[src/rtl/p6_types.sv]
// Shared pipeline types: reorder-buffer entries, tags, control bits and map-table entries.
package p6_types;

  localparam int ROB_DEPTH = 16;
  localparam int ROB_TAG_W = $clog2(ROB_DEPTH) + 1;

  typedef logic [31:0] MemoryWord;

  // Tag = slot index + 1, so one extra bit is needed to reach ROB_DEPTH.
  typedef logic [ROB_TAG_W-1:0] RobSize;

  localparam RobSize ROB_TAG_NONE = '0;

  typedef struct packed {
    logic regwr;
    logic flush;
  } control_bits;

  typedef struct packed {
    logic        ready;
    logic [4:0]  rd;
    MemoryWord   value;
    control_bits ctrl_bits;
  } rob_entry;

  typedef struct packed {
    logic   busy;
    RobSize tag;
  } map_table_entry;

endpackage

[src/rtl/reorder_buffer_if.sv]
// Bundle between the pipeline (master) and the reorder buffer (slave).
interface reorder_buffer_if #(
  parameter int ROB_DEPTH = p6_types::ROB_DEPTH
);
  import p6_types::rob_entry;
  import p6_types::RobSize;

  // dispatch
  logic     alloc_valid;
  rob_entry alloc_entry;
  logic     alloc_ready;
  RobSize   alloc_tag;
  // commit-stage read and writeback
  RobSize   rd_tag;
  rob_entry rd_entry;
  RobSize   wb_tag;
  rob_entry wb_entry;
  // retirement
  logic     retire_valid;
  RobSize   retire_tag;
  rob_entry retire_entry;
  logic     flush;
  logic [$clog2(ROB_DEPTH):0] count;

  modport master (
    output alloc_valid, alloc_entry, rd_tag, wb_tag, wb_entry,
    input  alloc_ready, alloc_tag, rd_entry, retire_valid, retire_tag,
           retire_entry, flush, count
  );

  modport slave (
    input  alloc_valid, alloc_entry, rd_tag, wb_tag, wb_entry,
    output alloc_ready, alloc_tag, rd_entry, retire_valid, retire_tag,
           retire_entry, flush, count
  );

endinterface

[src/rtl/reorder_buffer.sv]
// Circular reorder buffer: allocates at the tail, accepts writebacks by tag,
// retires ready entries in order from the head, and flushes on a mispredict.
module reorder_buffer #(
  parameter int ROB_DEPTH = p6_types::ROB_DEPTH
) (
  input logic             clk,
  input logic             reset,
  reorder_buffer_if.slave bus
);
  import p6_types::rob_entry;
  import p6_types::RobSize;
  import p6_types::ROB_TAG_NONE;

  localparam int IDX_W = $clog2(ROB_DEPTH);

  typedef logic [IDX_W-1:0] idx_t;
  typedef logic [IDX_W:0]   cnt_t;

  localparam cnt_t   FULL    = cnt_t'(ROB_DEPTH);
  localparam RobSize MAX_TAG = RobSize'(ROB_DEPTH);

  rob_entry             entries [ROB_DEPTH];
  logic [ROB_DEPTH-1:0] valid;
  idx_t                 head;
  idx_t                 tail;
  cnt_t                 count_q;
  logic                 retire_valid_q;
  logic                 flush_q;
  RobSize               retire_tag_q;
  rob_entry             retire_entry_q;

  function automatic idx_t tag_to_idx(RobSize tag);
    return idx_t'(tag - RobSize'(1));
  endfunction

  function automatic RobSize idx_to_tag(idx_t idx);
    return RobSize'(idx) + RobSize'(1);
  endfunction

  // A tag addresses a live slot only if it is nonzero, in range and allocated.
  idx_t rd_idx;
  idx_t wb_idx;
  logic rd_hit;
  logic wb_hit;

  assign rd_idx = tag_to_idx(bus.rd_tag);
  assign wb_idx = tag_to_idx(bus.wb_tag);
  assign rd_hit = (bus.rd_tag != ROB_TAG_NONE) && (bus.rd_tag <= MAX_TAG) && valid[rd_idx];
  assign wb_hit = (bus.wb_tag != ROB_TAG_NONE) && (bus.wb_tag <= MAX_TAG) && valid[wb_idx];

  rob_entry head_entry;
  logic     retire_now;
  logic     flush_now;
  logic     alloc_fire;

  assign head_entry = entries[head];
  assign retire_now = valid[head] && head_entry.ready;
  assign flush_now  = retire_now && head_entry.ctrl_bits.flush;

  // Refusal while flush is high keeps dispatch from racing the cleared buffer.
  assign bus.alloc_ready = (count_q < FULL) && !flush_q;
  assign bus.alloc_tag   = idx_to_tag(tail);
  assign alloc_fire      = bus.alloc_valid && bus.alloc_ready;

  assign bus.rd_entry     = rd_hit ? entries[rd_idx] : '0;
  assign bus.retire_valid = retire_valid_q;
  assign bus.retire_tag   = retire_tag_q;
  assign bus.retire_entry = retire_entry_q;
  assign bus.flush        = flush_q;
  assign bus.count        = count_q;

  // Incoming allocations start not-ready and without a pending flush.
  rob_entry alloc_clean;
  always_comb begin
    // NOTE: every field gets a value before any override, so no latch is inferred.
    alloc_clean                 = bus.alloc_entry;
    alloc_clean.ready           = 1'b0;
    alloc_clean.ctrl_bits.flush = 1'b0;
  end

  // Entry storage: allocation at the tail, writeback by tag; both discarded on flush.
  always_ff @(posedge clk) begin
    // NOTE: the payload array has no reset; valid bits gate every read of it.
    if (!reset && !flush_now) begin
      if (alloc_fire) entries[tail]   <= alloc_clean;
      if (wb_hit)     entries[wb_idx] <= bus.wb_entry;
    end
  end

  // Control state: pointers, valid bits, occupancy and registered retire outputs.
  always_ff @(posedge clk) begin
    // NOTE: state is updated with non-blocking assignments so every read sees pre-edge values.
    if (reset) begin
      valid          <= '0;
      head           <= '0;
      tail           <= '0;
      count_q        <= '0;
      retire_valid_q <= 1'b0;
      flush_q        <= 1'b0;
      retire_tag_q   <= ROB_TAG_NONE;
      retire_entry_q <= '0;
    end else begin
      retire_valid_q <= retire_now;
      flush_q        <= flush_now;
      if (retire_now) begin
        retire_tag_q   <= idx_to_tag(head);
        retire_entry_q <= head_entry;
      end
      if (flush_now) begin
        valid   <= '0;
        head    <= '0;
        tail    <= '0;
        count_q <= '0;
      end else begin
        if (retire_now) begin
          valid[head] <= 1'b0;
          head        <= head + idx_t'(1);
        end
        if (alloc_fire) begin
          valid[tail] <= 1'b1;
          tail        <= tail + idx_t'(1);
        end
        count_q <= count_q + cnt_t'(alloc_fire) - cnt_t'(retire_now);
      end
    end
  end

endmodule

[src/flat_wrapper.sv]
// flat-port wrapper written by rule: the top's interface ports become plain ports
module reorder_buffer_flat import p6_types::rob_entry; import p6_types::RobSize; import p6_types::ROB_TAG_NONE;
#(
  parameter int ROB_DEPTH = p6_types::ROB_DEPTH
)
  (clk, reset, bus_alloc_valid, bus_alloc_entry, bus_rd_tag, bus_wb_tag, bus_wb_entry, bus_alloc_ready, bus_alloc_tag, bus_rd_entry, bus_retire_valid, bus_retire_tag, bus_retire_entry, bus_flush, bus_count);
  reorder_buffer_if #(.ROB_DEPTH(ROB_DEPTH)) bus_i ();
  input logic clk;
  input logic reset;
  input wire logic [$bits(bus_i.alloc_valid)-1:0] bus_alloc_valid;
  input wire logic [$bits(bus_i.alloc_entry)-1:0] bus_alloc_entry;
  input wire logic [$bits(bus_i.rd_tag)-1:0] bus_rd_tag;
  input wire logic [$bits(bus_i.wb_tag)-1:0] bus_wb_tag;
  input wire logic [$bits(bus_i.wb_entry)-1:0] bus_wb_entry;
  output wire logic [$bits(bus_i.alloc_ready)-1:0] bus_alloc_ready;
  output wire logic [$bits(bus_i.alloc_tag)-1:0] bus_alloc_tag;
  output wire logic [$bits(bus_i.rd_entry)-1:0] bus_rd_entry;
  output wire logic [$bits(bus_i.retire_valid)-1:0] bus_retire_valid;
  output wire logic [$bits(bus_i.retire_tag)-1:0] bus_retire_tag;
  output wire logic [$bits(bus_i.retire_entry)-1:0] bus_retire_entry;
  output wire logic [$bits(bus_i.flush)-1:0] bus_flush;
  output wire logic [$bits(bus_i.count)-1:0] bus_count;
  assign bus_i.alloc_valid = bus_alloc_valid;
  assign bus_i.alloc_entry = bus_alloc_entry;
  assign bus_i.rd_tag = bus_rd_tag;
  assign bus_i.wb_tag = bus_wb_tag;
  assign bus_i.wb_entry = bus_wb_entry;
  assign bus_alloc_ready = bus_i.alloc_ready;
  assign bus_alloc_tag = bus_i.alloc_tag;
  assign bus_rd_entry = bus_i.rd_entry;
  assign bus_retire_valid = bus_i.retire_valid;
  assign bus_retire_tag = bus_i.retire_tag;
  assign bus_retire_entry = bus_i.retire_entry;
  assign bus_flush = bus_i.flush;
  assign bus_count = bus_i.count;
  reorder_buffer #(.ROB_DEPTH(ROB_DEPTH)) u_core (.clk(clk), .reset(reset), .bus(bus_i));
endmodule
[config.mk]
export PLATFORM = sky130hd
export DESIGN_NAME = reorder_buffer_flat
export DESIGN_NICKNAME = d
export VERILOG_FILES = /design/src/rtl/p6_types.sv /design/src/rtl/reorder_buffer_if.sv /design/src/rtl/reorder_buffer.sv /design/src/flat_wrapper.sv
export SDC_FILE = /design/constraint.sdc
export NUM_CORES = 1
export LEC_CHECK = 0
export CORE_AREA = 5 5 489 347
export CTS_CLUSTER_DIAMETER = 30
export DETAILED_ROUTE_END_ITERATION = 10
export DIE_AREA = 0 0 494 352
export PLACE_DENSITY = 0.43
export SYNTH_ARGS = -nofsm -noshare
export SYNTH_HDL_FRONTEND = slang
export SYNTH_SLANG_ARGS = --single-unit
[constraint.sdc]
create_clock -name clk -period 6.15 [get_ports clk]
set_input_delay 1.23 -clock clk [delete_from_list [all_inputs] [get_ports clk]]
set_output_delay 1.23 -clock clk [all_outputs]
set_load 0.03 [all_outputs]
==> summary.txt, run 1 <==
Yosys
  • FFs w/ async S/R, synth: 0%
  • Synthesized area: 40800 sq um
  • Post-synth EDFFs: 640
  • Yosys warns: 0
  • Register area share after synthesis: 51.0%
  • Synthesis-stage register bit count: 720
  • Mapped Cells: 2537
  • Synth Area per Inst: 16.1 sq um
  • Netlist cell types: 47
  • Mapped Nets: 2651
  • Primary FF master, synth: edfxtp_1

Final layout
  • Post-layout util: 31.0%
  • Fillers: 16150
  • Nets: 2815
  • Most common cell after layout, fill and taps aside: edfxtp_1
  • Most frequent cells in the layout: 640 x edfxtp_1, 590 x mux2_2, 372 x mux4_2, 168 x clkbuf_16, 146 x clkdlybuf4s50_1
  • Layout cells sized above 1: 50.0%
  • Layout overhead on the synthesized area: 25.1%

Clocking
  • Clk root buf: clkbuf_16
  • Clock sinks: 720
  • Cts hold-fix bufs: 0
  • CTS H-Tree Depth: 4
  • Post-CTS Setup Bufs: 0
  • Cts bufs inserted: 164
  • Post-cts gate resize count: 0
  • CTS max path bufs: 3
  • Clock transition at path regs: 0.04 ns
  • Worst-skew pair later-pin latency: 0.76 ns
  • TritonCTS clock tree: done

Floorplan
  • CORE AREA: 165000 sq um
  • Die height: 352 um
  • Die area: 174000 sq um
  • Rows: 125
  • # IOs: 191
  • Die Wd: 494 um
  • Initial Util: 24.8%

Worst setup path
  • Arrival @ worst endpoint: 4.37 ns
  • WP data required: 4.92 ns
  • Worst Setup Path Type: primary input to output port
  • Crit. End Element: output port
  • Crit-path max FO: 17
  • CP startpoint kind: primary input

Detailed routing
  • Residual DRC count: 0
  • DRT iter0 DRCs: 2613
  • DRT antenna net count: 0
  • DRT Wirelength: 161 mm
  • DR vias: 26573
  • Drt first pass iters: 5
  • Via-to-Cell Ratio: 5.24
  • WL per Instance: 31.8 um

Global routing
  • Antenna violations before repair: 14
  • Overflow after GRT: 0
  • First-pass GRT wire length: 224 mm
  • Gr usage total: 18.1%
  • Vias in the first global route: 27957
  • Largest net degree at the start of global routing: 93

Timing
  • Worst-margin pin slew: 1.17 ns
  • Minimum clock period: 5.60 ns
  • Slew HR: 22.3%
  • RSZ-0062 raised after global routing: no
  • Max-slew violation count: 0
  • Setup TNS: 0 ns
  • Final hold vios: 0
  • Clock Skews: 0.0225 ns
  • # setup viols final: 0
  • F_max: 178 MHz
  • Crit share post-route: 91.1%

Placement
  • PortBufs: 188
  • Detail Placement HPWL: 86.4 mm
  • Placer congestion estimate: 0.797

Hold path
  • HP Class: register to register

Power
  • Pwr dens: 322 nW/um^2
  • Peak VDD IR: 0.203 mV
  • Lkg Pwr: 0.0164 uW

Run
  • Max-capacitance violation count: 0

Status
  • Status: finished clean
## state kept, by name, indices dropped and copies added (netlist names), named ones only
signal                   count
u_core.bus.retire_tag        5
u_core.bus.retire_entry     40
u_core.tail                  4
u_core.head                  4
u_core.valid                16
u_core.bus.count             5
u_core.bus.retire_valid      1
u_core.bus.flush             1
u_core.entries             640
## final timing paths
path	from	end	slack (ns)	depth (start not counted)
setup / recovery	bus_rd_tag[1]	bus_rd_entry[23]	0.55	10
hold / removal	u_core.bus.retire_entry[32]	u_core.bus.retire_entry[32]	0.45	2
setup reg to reg	u_core.head[0]	u_core.entries[0][34]	1.58	7
hold reg to reg	u_core.bus.retire_entry[32]	u_core.bus.retire_entry[32]	0.45	2
## worst max-delay path, cell delays in order
cell             delay, ns
clkdlybuf4s50_1       0.48
inv_1                 0.08
ha_4                  0.37
mux4_2                0.58
mux4_2                0.52
nand2_4               0.31
buf_12                0.28
a211oi_1              0.10
buf_4                 0.21
buf_12                0.13
## power by group
group	total, uW	switching, uW	leakage [uW]	internal, uW
sequential	5580	108	0.00647	5470
clock	8720	2880	0.00269	5840
combinational	2130	1170	0.00721	956
## metrics by stage
stage | total power (uW) | instances | worst slack [ns] | instance area, sq um | hold WS (ns)
floorplan | 7030 | 2537 | 0.0340 | 40900 | 0.470
global placement | 7790 | 4757 | 0.552 | 45600 | 0.451
detailed placement | 7810 | 4757 | 0.575 | 45600 | 0.450
CTS | 16600 | 5060 | 0.558 | 51100 | 0.455
global route | 17000 | 5063 | 0.474 | 51100 | 0.477
finish | 16400 | 5068 | 0.546 | 51100 | 0.452
## final cells by class
| type | instances | area, sq um | share of cell area (%) |
|---|---|---|---|
| clock inverter | 103 | 1070 | 2.10 |
| antenna | 8 | 20.0 | 0.0392 |
| sequential | 720 | 20800 | 40.8 |
| tap | 2222 | 2780 | 5.44 |
| clock buffer | 200 | 4400 | 8.62 |
| inverter | 27 | 104 | 0.203 |
| timing repair buffer | 278 | 2840 | 5.55 |
| multi-input combinational | 1510 | 19000 | 37.3 |
## routing by layer
layer	vias up	GRT usage [%]	share of wire, %
met5	-	0	0.015
met1	14381	23.8	43
met2	1188	30.1	49
met3	293	3.63	6.0
met4	4	5.63	2.6
li1	10707	-	-
## cell usage after synthesis (2+ instances only)
library cell  count  area (sq um)
nor3_1           27           135
nor2b_1          47           294
nand3_1           7          35.0
edfxtp_1        640         19200
buf_2            64           320
nand3b_4          4          80.1
buf_1            25          93.8
nand4_1          13          81.3
a21o_1            2          15.0
mux4_2          372          8380
and3_1            7          43.8
a21oi_1          60           300
dfxtp_1          80          1600
o21ai_0          20           100
inv_1            25          93.8
buf_4            20           150
nand2_1          96           360
nor3b_1           3          22.5
mux2_2          590          6640
o21bai_1         12          90.1
nor2_1           40           150
mux2_1           18           203
ha_1             20           250
xnor2_1           9          78.8
nor2_2            8          50.1
clkbuf_1        162           608
a211oi_1         82           616
and2_1            3          18.8
nand4b_1          2          17.5
mux2i_1          46           460
buf_6             9           101
xor2_1            9          78.8
## kinds of logic after synthesis
kind of cell    after synthesis  synth area share, %
xor+xnor                     18                0.386
fa+ha+maj                    21                0.662
compound gates              182                 2.88
buf+inv                     307                 3.37
simple gates                263                 3.28
mux                        1026                 38.4
flops                       720                 51.0
Power figures use the tool's default switching activity.
==> run 2: changes to the inputs <==
--- a/config.mk
+++ b/config.mk
@@ -5,11 +5,11 @@
 export SDC_FILE = /design/constraint.sdc
 export NUM_CORES = 1
 export LEC_CHECK = 0
-export CORE_AREA = 5 5 489 347
-export CTS_CLUSTER_DIAMETER = 30
+export CORE_AREA = 5 5 388 276
+export CTS_CLUSTER_DIAMETER = 100
 export DETAILED_ROUTE_END_ITERATION = 10
-export DIE_AREA = 0 0 494 352
-export PLACE_DENSITY = 0.43
+export DIE_AREA = 0 0 393 281
+export PLACE_DENSITY = 0.59
 export SYNTH_ARGS = -nofsm -noshare
 export SYNTH_HDL_FRONTEND = slang
 export SYNTH_SLANG_ARGS = --single-unit
==> constraint.sdc (replaced) <==
create_clock -name clk -period 5.5 [get_ports clk]
set_input_delay 1.1 -clock clk [delete_from_list [all_inputs] [get_ports clk]]
set_output_delay 1.1 -clock clk [all_outputs]
set_load 0.03 [all_outputs]
==> run 2 against run 1 <==
Against the previous run:
- highest routed layer unchanged
- setup slack got worse by 0.38 ns
- combinational power is 10% higher
- count of clock-buffer cells in the layout is 92 lower
- clock power down 37%
- clock skew rose by 0.016 ns
- die area is 36% lower
- design area is 7.3% lower
- first-iteration DRC count grew 6.9%
- largest cell class unchanged
- utilization is 15 points higher
==> summary.txt, run 2 (synthesis gave the netlist of run 1 again) <==
Placement
  • Dpl cells: 3901 (was 4757)
  • PortBufs: 188 (unchanged)
  • Detail Placement HPWL: 78.0 mm (was 86.4 mm)
  • Placer congestion estimate: 0.825 (was 0.797)

Clocking
  • Clock sinks: 720 (unchanged)
  • TritonCTS clock tree: done (unchanged)
  • Cts hold-fix bufs: 0 (unchanged)
  • CTS H-Tree Depth: 3 (was 4)
  • Clk root buf: clkbuf_16 (unchanged)
  • Worst-skew pair later-pin latency: 0.68 ns (was 0.76 ns)
  • Cts bufs inserted: 79 (was 164)
  • Post-cts gate resize count: 0 (unchanged)
  • CTS max path bufs: 3 (unchanged)
  • Clock transition at path regs: 0.06 ns (was 0.04 ns)
  • Post-CTS Setup Bufs: 0 (unchanged)

Worst setup path
  • Cell chain of the critical path: clkdlybuf4s50_1 > inv_1 > ha_4 > mux4_2 > mux4_2 > nand2_4 > buf_12 > a211oi_2 > buf_4 (was clkdlybuf4s50_1 > inv_1 > ha_4 > mux4_2 > mux4_2 > nand2_4 > buf_12 > a211oi_1 > buf_4 > buf_12)
  • Arrival @ worst endpoint: 4.23 ns (was 4.37 ns)
  • Worst Setup Path Type: primary input to output port (unchanged)
  • CP Launch Point: bus_rd_tag[1] (unchanged)
  • WP data required: 4.40 ns (was 4.92 ns)
  • Worst R2R Path Depth: 6 (was 7)
  • Critical path depth in cells: 9 (was 10)
  • Buffers & Inverters on Critical Path: 4 (was 5)
  • R2R Setup Slk: 0.96 ns (was 1.58 ns)
  • Critical path endpoint: bus_rd_entry[39] (was bus_rd_entry[23])
  • Reg2Reg Capture Point: u_core.entries[8][20] (was u_core.entries[0][34])
  • Slowest cell on crit path: clkdlybuf4s50_1 (was mux4_2)
  • Crit-path leading delay family: buffers and inverters (unchanged)
  • Crit. End Element: output port (unchanged)
  • Crit-path max FO: 10 (was 17)
  • CP startpoint kind: primary input (unchanged)
  • Reg2reg start: u_core.head[0] (unchanged)
  • CP dominant cell by count: mux4_2
  • Slowest stage delay, CP: 0.60 ns (was 0.58 ns)

Detailed routing
  • Drt first pass iters: 5 (unchanged)
  • DRT antenna net count: 0 (unchanged)
  • Via-to-Cell Ratio: 6.34 (was 5.24)
  • DRT iter0 DRCs: 2792 (was 2613)
  • DR vias: 25690 (was 26573)
  • Residual DRC count: 0 (unchanged)
  • WL per Instance: 33.3 um (was 31.8 um)
  • DRT Wirelength: 135 mm (was 161 mm)

Final layout
  • Finished Layout Cells: 4049 (was 5068)
  • Largest Register: u_core.entries (unchanged)
  • Most common cell after layout, fill and taps aside: edfxtp_1 (unchanged)
  • Layout overhead on the synthesized area: 15.9% (was 25.1%)
  • Nets: 2733 (was 2815)
  • Max reg flops: 640 (unchanged)
  • Most frequent cells in the layout: 640 x edfxtp_1, 590 x mux2_2, 372 x mux4_2, 146 x clkdlybuf4s50_1, 97 x buf_4 (was 640 x edfxtp_1, 590 x mux2_2, 372 x mux4_2, 168 x clkbuf_16, 146 x clkdlybuf4s50_1)
  • Layout cells sized above 1: 48.3% (was 50.0%)
  • Fillers: 8844 (was 16150)
  • Post-layout util: 45.9% (was 31.0%)

Floorplan
  • Die Wd: 393 um (was 494 um)
  • Die height: 281 um (was 352 um)
  • CORE AREA: 103000 sq um (was 165000 sq um)
  • Rows: 99 (was 125)
  • Initial Util: 39.6% (was 24.8%)
  • Die area: 110000 sq um (was 174000 sq um)
  • # IOs: 191 (unchanged)

Power
  • Pwr dens: 297 nW/um^2 (was 322 nW/um^2)
  • Sw Pwr: 3650 uW (was 4160 uW)
  • Logic pwr share: 16.7% (was 13.0%)
  • Part of the power in registers: 44.1% (was 34.0%)
  • Switch share: 26.0% (was 25.3%)
  • Power after layout: 14100 uW (was 16400 uW)
  • Peak VDD IR: 0.193 mV (was 0.203 mV)
  • Clock share of power: 39.2% (was 53.1%)
  • Lkg Pwr: 0.0150 uW (was 0.0164 uW)
  • Int Pwr: 10400 uW (was 12300 uW)

Global routing
  • Vias in the first global route: 26680 (was 27957)
  • Overflow after GRT: 0 (unchanged)
  • First-pass GRT wire length: 192 mm (was 224 mm)
  • Gr usage total: 24.2% (was 18.1%)
  • Antenna violations before repair: 6 (was 14)
  • Largest net degree at the start of global routing: 93 (unchanged)

Timing
  • Hold WS: 0.456 ns (was 0.452 ns)
  • # setup viols final: 0 (unchanged)
  • Clock Skews: 0.0384 ns (was 0.0225 ns)
  • Setup TNS: 0 ns (unchanged)
  • RSZ-0062 raised after global routing: no (unchanged)
  • Max-slew violation count: 0 (unchanged)
  • Worst-margin pin slew: 1.16 ns (was 1.17 ns)
  • Slew HR: 22.6% (was 22.3%)
  • F_max: 188 MHz
  • Minimum clock period: 5.33 ns
  • Crit share post-route: 96.9%
  • Final hold vios: 0 (unchanged)

Status
  • Status: finished clean (unchanged)

Run
  • Max-capacitance violation count: 0 (unchanged)

Hold path
  • HP Class: register to register (unchanged)
## run 2: cell count changes in the layout (fill, tap and decap cells not counted), sizes merged
cell      delta
clkbuf      -92
clkinv      -39
bufinv      -11
inv         -11
clkinvlp     -7
buf          +3
diode        -3
## run 2: worst min-delay path: stages, from the launching register on
cell and delay, ns:
dfxtp_1 0.31, nand2_1 0.05, a21oi_1 0.05
## run 2: routing by layer
layer | wire, um | GRT usage, %
met1 | 54700 | 32.8
met2 | 64800 | 39.5
met3 | 10400 | 4.40
met4 | 4700 | 8.40
met5 | 27 | 0
## run 2: per-stage QoR
stage / area, sq um / setup slack, ns
after detailed placement: 44700 / 0.140
after CTS: 47300 / 0.178
after global routing: 47300 / 0.152
final: 47300 / 0.170
after floorplan: 41000 / -0.122
after global placement: 44700 / 0.159
## run 2: worst min path at each step
stage | from | endpoint | slack, ns | depth (start not counted)
floorplan | u_core.valid[2] | u_core.valid[2] | 0.47 | 2
global placement | u_core.bus.retire_entry[21] | u_core.bus.retire_entry[21] | 0.45 | 2
detailed placement | u_core.bus.retire_entry[8] | u_core.bus.retire_entry[8] | 0.45 | 2
CTS | u_core.bus.retire_entry[8] | u_core.bus.retire_entry[8] | 0.46 | 2
global route | u_core.bus.retire_entry[21] | u_core.bus.retire_entry[21] | 0.48 | 2
finish | u_core.bus.retire_entry[16] | u_core.bus.retire_entry[16] | 0.46 | 2
## run 2: power groups by stage
| stage | Clock (uW) | Sequential [uW] | Combinational (uW) |
|---|---|---|---|
| 4_1_cts | 5620 | 6200 | 2370 |
| 2_1_floorplan | 0 | 6390 | 1490 |
| 5_1_grt | 5830 | 6210 | 2510 |
| 3_3_place_gp | 0 | 6310 | 2330 |
| 3_5_place_dp | 0 | 6320 | 2360 |
| 6_report | 5500 | 6200 | 2350 |
## run 2: layout make-up
class	count	area, sq um	share of cell area, %
antenna	5	12.5	0.0264
clock buffer	108	2230	4.72
clock inverter	35	394	0.833
inverter	27	103	0.217
multi-input combinational	1510	19100	40.4
sequential	720	20800	44.0
tap	1363	1710	3.60
timing repair buffer	281	2930	6.19
==> run 3: changes to the inputs <==
--- a/config.mk
+++ b/config.mk
@@ -10,6 +10,7 @@
 export DETAILED_ROUTE_END_ITERATION = 10
 export DIE_AREA = 0 0 393 281
 export PLACE_DENSITY = 0.59
+export SLEW_MARGIN = 20
 export SYNTH_ARGS = -nofsm -noshare
 export SYNTH_HDL_FRONTEND = slang
 export SYNTH_SLANG_ARGS = --single-unit
==> results of run 3 <==
The final DEF is identical to that of run 2; final timing and power are the same.
